File: config.mk
export PLATFORM = sky130hd
export DESIGN_NAME = if_stage_flat
export DESIGN_NICKNAME = d
export VERILOG_FILES = /design/src/rtl/if_stage_if.sv /design/src/rtl/if_stage.sv /design/src/flat_wrapper.sv
export SDC_FILE = /design/constraint.sdc
export NUM_CORES = 1
export LEC_CHECK = 0
export ABC_AREA = 1
export BUFFER_PORTS_ARGS = -buffer_cell sky130_fd_sc_hd__buf_2
export CAP_MARGIN = 30
export CORE_MARGIN = 1.5
export CORE_UTILIZATION = 56
export CTS_CLUSTER_DIAMETER = 100
export DETAILED_ROUTE_END_ITERATION = 16
export GPL_TIMING_DRIVEN = 0
export PLACE_DENSITY = 0.86
export SLEW_MARGIN = 20
export SYNTH_ARGS = -nofsm -noshare
export SYNTH_HDL_FRONTEND = slang
export SYNTH_SLANG_ARGS = --single-unit
File: constraint.sdc
create_clock -name cpu_clk -period 3.4 [get_ports cpu_clk]
set_input_delay 0.68 -clock cpu_clk [delete_from_list [all_inputs] [get_ports cpu_clk]]
set_output_delay 0.68 -clock cpu_clk [all_outputs]
set_load 0.02 [all_outputs]
File: src/rtl/if_stage_if.sv
// Signal bundle between the fetch stage and its neighbours: next-PC logic,
// hazard unit, instruction ROM, ID stage and trace/debug.
interface if_stage_if;
   logic [31:0] npc;
   logic        pipeline_stop;
   logic        control_hazard_update_pc;
   logic [31:0] irom_inst;
   logic [31:0] pc;
   logic [13:0] irom_adr;
   logic [31:0] id_pc;
   logic [31:0] id_pc4;
   logic [31:0] id_inst;
   logic        id_valid;
   logic [31:0] fetch_cnt;
   logic [31:0] bubble_cnt;

   modport master (
      input  npc,
      input  pipeline_stop,
      input  control_hazard_update_pc,
      input  irom_inst,
      output pc,
      output irom_adr,
      output id_pc,
      output id_pc4,
      output id_inst,
      output id_valid,
      output fetch_cnt,
      output bubble_cnt
   );

   modport slave (
      output npc,
      output pipeline_stop,
      output control_hazard_update_pc,
      output irom_inst,
      input  pc,
      input  irom_adr,
      input  id_pc,
      input  id_pc4,
      input  id_inst,
      input  id_valid,
      input  fetch_cnt,
      input  bubble_cnt
   );
endinterface

File: src/rtl/if_stage.sv
// Instruction-fetch stage: fetch PC register, IF/ID pipeline register with
// load-use stall and redirect flush, plus fetch/bubble counters for trace.
module if_stage #(
   parameter logic [31:0] RESET_PC = 32'h0000_0000,
   parameter logic [31:0] NOP_INST = 32'h0000_0013
) (
   input logic        cpu_clk,
   input logic        cpu_rst_n,
   if_stage_if.master bus
);

   typedef enum logic {BOOT, RUN} state_t;

   state_t      state;
   logic [31:0] pc_q;
   logic [31:0] id_pc_q;
   logic [31:0] id_pc4_q;
   logic [31:0] id_inst_q;
   logic        id_valid_q;
   logic [31:0] fetch_cnt_q;
   logic [31:0] bubble_cnt_q;

   logic [31:0] npc_aligned;
   logic [31:0] pc_plus4;

   assign npc_aligned = bus.npc & 32'hFFFF_FFFC;
   assign pc_plus4    = pc_q + 32'd4;

   // Redirect outranks stall so a taken branch is never lost behind a load-use bubble.
   always_ff @(posedge cpu_clk or negedge cpu_rst_n) begin
      if (!cpu_rst_n) begin
         state        <= BOOT;
         pc_q         <= RESET_PC;
         id_pc_q      <= 32'h0;
         id_pc4_q     <= 32'h0;
         id_inst_q    <= NOP_INST;
         id_valid_q   <= 1'b0;
         fetch_cnt_q  <= 32'h0;
         bubble_cnt_q <= 32'h0;
      end else begin
         case (state)
            BOOT: begin
               state <= RUN;
            end
            RUN: begin
               if (bus.control_hazard_update_pc) begin
                  pc_q         <= npc_aligned;
                  id_pc_q      <= 32'h0;
                  id_pc4_q     <= 32'h0;
                  id_inst_q    <= NOP_INST;
                  id_valid_q   <= 1'b0;
                  bubble_cnt_q <= bubble_cnt_q + 32'd1;
               end else if (!bus.pipeline_stop) begin
                  pc_q        <= npc_aligned;
                  id_pc_q     <= pc_q;
                  id_pc4_q    <= pc_plus4;
                  id_inst_q   <= bus.irom_inst;
                  id_valid_q  <= 1'b1;
                  fetch_cnt_q <= fetch_cnt_q + 32'd1;
               end
            end
            default: begin
               state <= BOOT;
            end
         endcase
      end
   end

   assign bus.pc         = pc_q;
   assign bus.irom_adr   = pc_q[15:2];
   assign bus.id_pc      = id_pc_q;
   assign bus.id_pc4     = id_pc4_q;
   assign bus.id_inst    = id_inst_q;
   assign bus.id_valid   = id_valid_q;
   assign bus.fetch_cnt  = fetch_cnt_q;
   assign bus.bubble_cnt = bubble_cnt_q;

endmodule

File: src/flat_wrapper.sv
// flat-port wrapper written by rule: the top's interface ports become plain ports
module if_stage_flat 
#(
   parameter logic [31:0] RESET_PC = 32'h0000_0000,
   parameter logic [31:0] NOP_INST = 32'h0000_0013
)
  (cpu_clk, cpu_rst_n, bus_npc, bus_pipeline_stop, bus_control_hazard_update_pc, bus_irom_inst, bus_pc, bus_irom_adr, bus_id_pc, bus_id_pc4, bus_id_inst, bus_id_valid, bus_fetch_cnt, bus_bubble_cnt);
  if_stage_if bus_i ();
  input logic cpu_clk;
  input logic cpu_rst_n;
  input wire logic [$bits(bus_i.npc)-1:0] bus_npc;
  input wire logic [$bits(bus_i.pipeline_stop)-1:0] bus_pipeline_stop;
  input wire logic [$bits(bus_i.control_hazard_update_pc)-1:0] bus_control_hazard_update_pc;
  input wire logic [$bits(bus_i.irom_inst)-1:0] bus_irom_inst;
  output wire logic [$bits(bus_i.pc)-1:0] bus_pc;
  output wire logic [$bits(bus_i.irom_adr)-1:0] bus_irom_adr;
  output wire logic [$bits(bus_i.id_pc)-1:0] bus_id_pc;
  output wire logic [$bits(bus_i.id_pc4)-1:0] bus_id_pc4;
  output wire logic [$bits(bus_i.id_inst)-1:0] bus_id_inst;
  output wire logic [$bits(bus_i.id_valid)-1:0] bus_id_valid;
  output wire logic [$bits(bus_i.fetch_cnt)-1:0] bus_fetch_cnt;
  output wire logic [$bits(bus_i.bubble_cnt)-1:0] bus_bubble_cnt;
  assign bus_i.npc = bus_npc;
  assign bus_i.pipeline_stop = bus_pipeline_stop;
  assign bus_i.control_hazard_update_pc = bus_control_hazard_update_pc;
  assign bus_i.irom_inst = bus_irom_inst;
  assign bus_pc = bus_i.pc;
  assign bus_irom_adr = bus_i.irom_adr;
  assign bus_id_pc = bus_i.id_pc;
  assign bus_id_pc4 = bus_i.id_pc4;
  assign bus_id_inst = bus_i.id_inst;
  assign bus_id_valid = bus_i.id_valid;
  assign bus_fetch_cnt = bus_i.fetch_cnt;
  assign bus_bubble_cnt = bus_i.bubble_cnt;
  if_stage #(.RESET_PC(RESET_PC), .NOP_INST(NOP_INST)) u_core (.cpu_clk(cpu_clk), .cpu_rst_n(cpu_rst_n), .bus(bus_i));
endmodule
Yosys cells after proc, flatten, opt, wreduce, memory -nomap -nowiden
Index checks and enable logic that the tools add are counted.
{"block": "totals", "input_bits": 68, "regBits": 194}
{"block": "op_classes", "n_addsub": 3, "n_reduce_logical": 3, "bitwise": 2, "n_eq_ne": 1, "mux": 10}
{"operator": "two-way mux 32 bit", "count": 8}
{"operator": "adder 32 x 1 -> 32 bit, second input constant", "count": 2}
{"operator": "adder 32 x 3 -> 32 bit, second input constant", "count": 1}
{"operator": "AND reduction 2 bit", "count": 2}
{"operator": "AND reduction 3 bit", "count": 1}
{"operator": "two-way mux 1 bit", "count": 2}
{"operator": "!= test 2 x 1 -> 1 bit, second input constant", "count": 1}
{"operator": "NOT 1 bit", "count": 2}

Logic depth before layout (Yosys ltp)
{"block": "depth", "ltp_word": 3, "depth_mapped": 9, "ltp_nobuf": 9}

Worst setup path before layout
OpenSTA, ideal clock, no wires.
{"block": "synth_timing", "kind": "reg-to-reg", "startpoint": "register u_core.pc_q[3], in the netlist u_core.bus.pc[3]", "endpoint": "register u_core.id_pc4_q[26], in the netlist u_core.bus.id_pc4[26]", "period_less_slack_ns": 1.625, "stages_incl_launch_ff": 9, "t_arrival_ns": 1.501, "slack_ns": 1.775, "cell_sequence": "dfrtp_1 ha_1 nand2_1 nor2_1 nand3_2 nor2_4 nand3_1 nand2_1 nand3_1"}
{"block": "synth_via", "elab_chain_len": 3}
{"element": "start, declared", "line_no": "if_stage.sv:15", "source": "logic [31:0] pc_q;"}
{"element": "start signal, assigned", "line_no": "if_stage.sv:47", "source": "pc_q <= npc_aligned;"}
{"element": "start signal, assigned", "line_no": "if_stage.sv:54", "source": "pc_q <= npc_aligned;"}
{"element": "adder 32 x 3 -> 32 bit", "line_no": "if_stage.sv:27", "source": "assign pc_plus4 = pc_q + 32'd4;"}
{"element": "two-way mux 32 bit", "line_no": "if_stage.sv:53", "source": "end else if (!bus.pipeline_stop) begin"}
{"element": "two-way mux 32 bit", "line_no": "if_stage.sv:46", "source": "if (bus.control_hazard_update_pc) begin"}
{"element": "end signal, assigned", "line_no": "if_stage.sv:56", "source": "id_pc4_q <= pc_plus4;"}
{"element": "end, declared", "line_no": "if_stage.sv:17", "source": "logic [31:0] id_pc4_q;"}
Every way passes these cells. The select of a mux whose other input is x is not followed.
A chain may end at the register's enable or synchronous reset.

Final worst setup path
{"block": "layout_timing", "startpoint": "register u_core.pc_q[14], in the netlist u_core.bus.pc[14]", "endpoint": "output port bus_pc[14]"}
{"element": "end, declared", "line_no": "flat_wrapper.sv:15", "source": "output wire logic [$bits(bus_i.pc)-1:0] bus_pc;"}
No word-level cell between the ends.

==> impl_metrics.csv <==
group,metric,value,unit
global_routing,track_usage,0.302,
worst_setup_path,critPathKind,"register to output port",
power_and_ir_drop,powerDensity,503,nW/um^2
placed_design,place.port_buffers,266,
routing,ant_nets,0,
floorplan,dieArea,16900,um^2
worst_setup_path,reg2regPathDepth,8,
synthesis,synth_cells,1104,
worst_setup_path,worstSetupEndpointType,"output port",
sta,period_share,0.573,
cells_and_area,design_area,11200,um^2
synthesis,synth_area_leaders,"dfrtp_1 51%, nand2_1 15%, nor2_1 5.1%",
clocking,path_clk_slew,70,ps
worst_setup_path,r2r-end,"u_core.bus.id_pc4[28]",
global_routing,grt_max_degree,99,
sta,max_freq,513,MHz
floorplan,start_util,0.569,
clocking,cts_setup_buffers,0,
global_routing,grt_overflow,0,
sta,hold_violations,0,
min_path,hp-class,"primary input to async pin",
cells_and_area,fin_util,0.710,
placed_design,hpwl,18500,um
worst_setup_path,arrival,1270,ps
floorplan,die-width,130,um
outcome,status,"complete, no violations",
synthesis,yosysSeqAreaShare,0.522,
synthesis,post_synth_num_cell_types,34,
power_and_ir_drop,ir_drop,0.000339,V
floorplan,die_h,130,um
cells_and_area,syn2layout_area_growth,24.8,%
clocking,root_buffer,"clkbuf_16",
clocking,tritoncts,"built",
clocking,clockBufferDepth,2,
placed_design,placed_area,10700,um^2
worst_setup_path,start_kind,"register",
routing,wl_per_cell,15.6,um
sta,max_slew.worst_pin.slew,691,ps
routing,vias,8704,
clocking,cts_max_level,4,
sta,drv_slew,0,
clocking,cts-buffers-inserted,17,
worst_setup_path,worstReg2RegStart,"u_core.bus.pc[3]",
synthesis,synth_area_per_cell,8.16,um^2
worst_setup_path,rrSetupSlack,1470,ps
clocking,clk_latency,440,ps
sta,period_minus_slack,1950,ps
worst_setup_path,worstSetupEndpoint,"bus_pc[14]",
sta,clock_skew,12.8,ps
synthesis,ys.warnings.count,0,
routing,drc,0,
clocking,ctsHoldBuffers,0,
sta,layout_setup_ws,1450,ps
routing,first_iter_violations,653,
power_and_ir_drop,p_leak,5.93,nW
worst_setup_path,critical_path.startpoint,"u_core.bus.pc[14]",
synthesis,synth_area,9010,um^2
routing,routed_wirelength,25400,um
clocking,clock-sinks,188,
floorplan,io_pins,275,
cells_and_area,fin_nets,1466,
synthesis,synth_top_cell_area_share,0.514,
global_routing,grt_pass1_vias,7983,
cells_and_area,drive_gt1_frac,0.256,
placed_design,globalplace.congestion,0.885,
worst_setup_path,crit_fanout,8,
worst_setup_path,required,2720,ps
routing,viasPerCell,5.36,
sta,setup-violations-final,0,
routing,dr.pass1.iters,6,
global_routing,grt_first_pass_wirelength,39800,um
sta,slew_headroom,0.539,
clocking,cts_resized,0,
floorplan,core_area,15800,um^2
synthesis,synth_top_area_cell,"dfrtp_1",
placed_design,preCtsSetupSlack,1210,ps
sta,grt_setup_unrepaired,"false",
floorplan,fp-row-count,46,
synthesis,synth_seq_cells,188,
global_routing,antenna_found_initial,1,
job,maxCapViolations,0,
kinds of logic (layout without fill, tap and decap cells):
logic type	count (synthesis)	count (layout)	synth area share
AOI/OAI and AO/OA	122	122	0.0851
buffers and inverters	148	447	0.0730
other	2	8	0.000833
DFF	188	188	0.522
and+or+nand+nor	608	608	0.282
adders and majority gates	3	3	0.00417
xor gates and xnor gates	33	33	0.0321
registers in the layout, summed over array words and instances (netlist names):
register and count:
u_core.bus.id_valid 1, u_core.bus.id_pc 30, u_core.bus.id_inst 32, u_core.bus.fetch_cnt 32, u_core.state 1, u_core.bus.bubble_cnt 32
u_core.bus.id_pc4 30, u_core.bus.pc 30
cell usage in the layout, fill, tap and decap left out, types with 2 or more instances in the layout:
cell	netlist	final
nand2_1	354	354
buf_2	19	284
dfrtp_1	185	185
nor2_1	122	122
inv_1	96	96
nand3_1	74	74
o21ai_0	73	73
a22o_1	30	30
nand4_1	25	25
buf_4	21	21
xor2_1	20	20
clkbuf_16	0	17
xnor2_1	13	13
nor3_1	12	12
clkbuf_1	8	8
conb_1	2	7
nor2_2	6	6
a21oi_1	5	5
inv_6	0	5
nand3b_1	4	4
nor2_4	4	4
o211ai_1	4	4
clkinv_2	0	4
nand3_2	3	3
a32o_1	3	3
o22a_1	3	3
ha_1	3	3
dfstp_2	3	3
buf_1	2	2
nand2_2	2	2
inv_2	2	2
inv_8	0	2
clkinvlp_4	0	2
Yosys cell counts:
master and number:
a21oi_1 5, a22o_1 30, a32o_1 3, buf_1 2
buf_2 19, buf_4 21, clkbuf_1 8, conb_1 2
dfrtp_1 185, dfstp_2 3, ha_1 3, inv_1 96
inv_2 2, nand2_1 354, nand2_2 2, nand3_1 74
nand3_2 3, nand3b_1 4, nand4_1 25, nor2_1 122
nor2_2 6, nor2_4 4, nor3_1 12, nor3_2 1
o211ai_1 4, o21a_1 1, o21ai_0 73, o21ai_1 1
o21bai_1 1, o22a_1 3, o31ai_1 1, or2_2 1
xnor2_1 13, xor2_1 20
how the worst min path moves through the flow:
stage,from,endpoint,slack [ps],cells past startpoint
floorplan,cpu_rst_n,u_core.bus.bubble_cnt[0],380,0
global placement,u_core.bus.id_pc[17],u_core.bus.id_pc[17],450,2
detailed placement,u_core.bus.id_pc[17],u_core.bus.id_pc[17],450,2
CTS,cpu_rst_n,u_core.bus.id_pc[21],270,1
global route,cpu_rst_n,u_core.bus.id_pc[21],300,1
finish,cpu_rst_n,u_core.bus.id_pc[21],240,1
metrics by stage:
step	power, mW	hold slack [ps]	setup TNS (ps)	instances
finish	5.65	243	0	1625
global route	5.89	302	0	1624
CTS	5.67	267	0	1624
detailed placement	3.72	454	0	1592
global placement	3.69	451	-237750	1591
floorplan	3.25	384	0	1109
report_power, final:
part / total [mW] / switching [mW] / internal [mW]
clock network: 1.97 / 0.922 / 1.05
logic: 1.05 / 0.700 / 0.347
registers: 2.64 / 0.213 / 2.43
cell type report:
| type | instances | area, um^2 |
|---|---|---|
| diodes | 1 | 2.50 |
| repair buffers | 267 | 1370 |
| clock buffers | 18 | 439 |
| plain buffers | 50 | 290 |
| multi-input cells | 773 | 3660 |
| inverters | 98 | 368 |
| flip-flops and latches | 188 | 4710 |
| well taps | 216 | 270 |
| clock inverters | 14 | 131 |
| fillers | 1264 | 4580 |
metal layers:
metal	track usage	up-vias	part of all wire
li1	-	4110	-
met1	0.403	4167	0.41
met2	0.486	390	0.48
met3	0.0804	37	0.083
met4	0.0961	0	0.019
met5	0	-	0
worst max-delay path, stage by stage (launching register included):
cell and delay [ps]:
dfrtp_1 510, buf_4 170, buf_2 160
(Power assumes the default switching activity.)
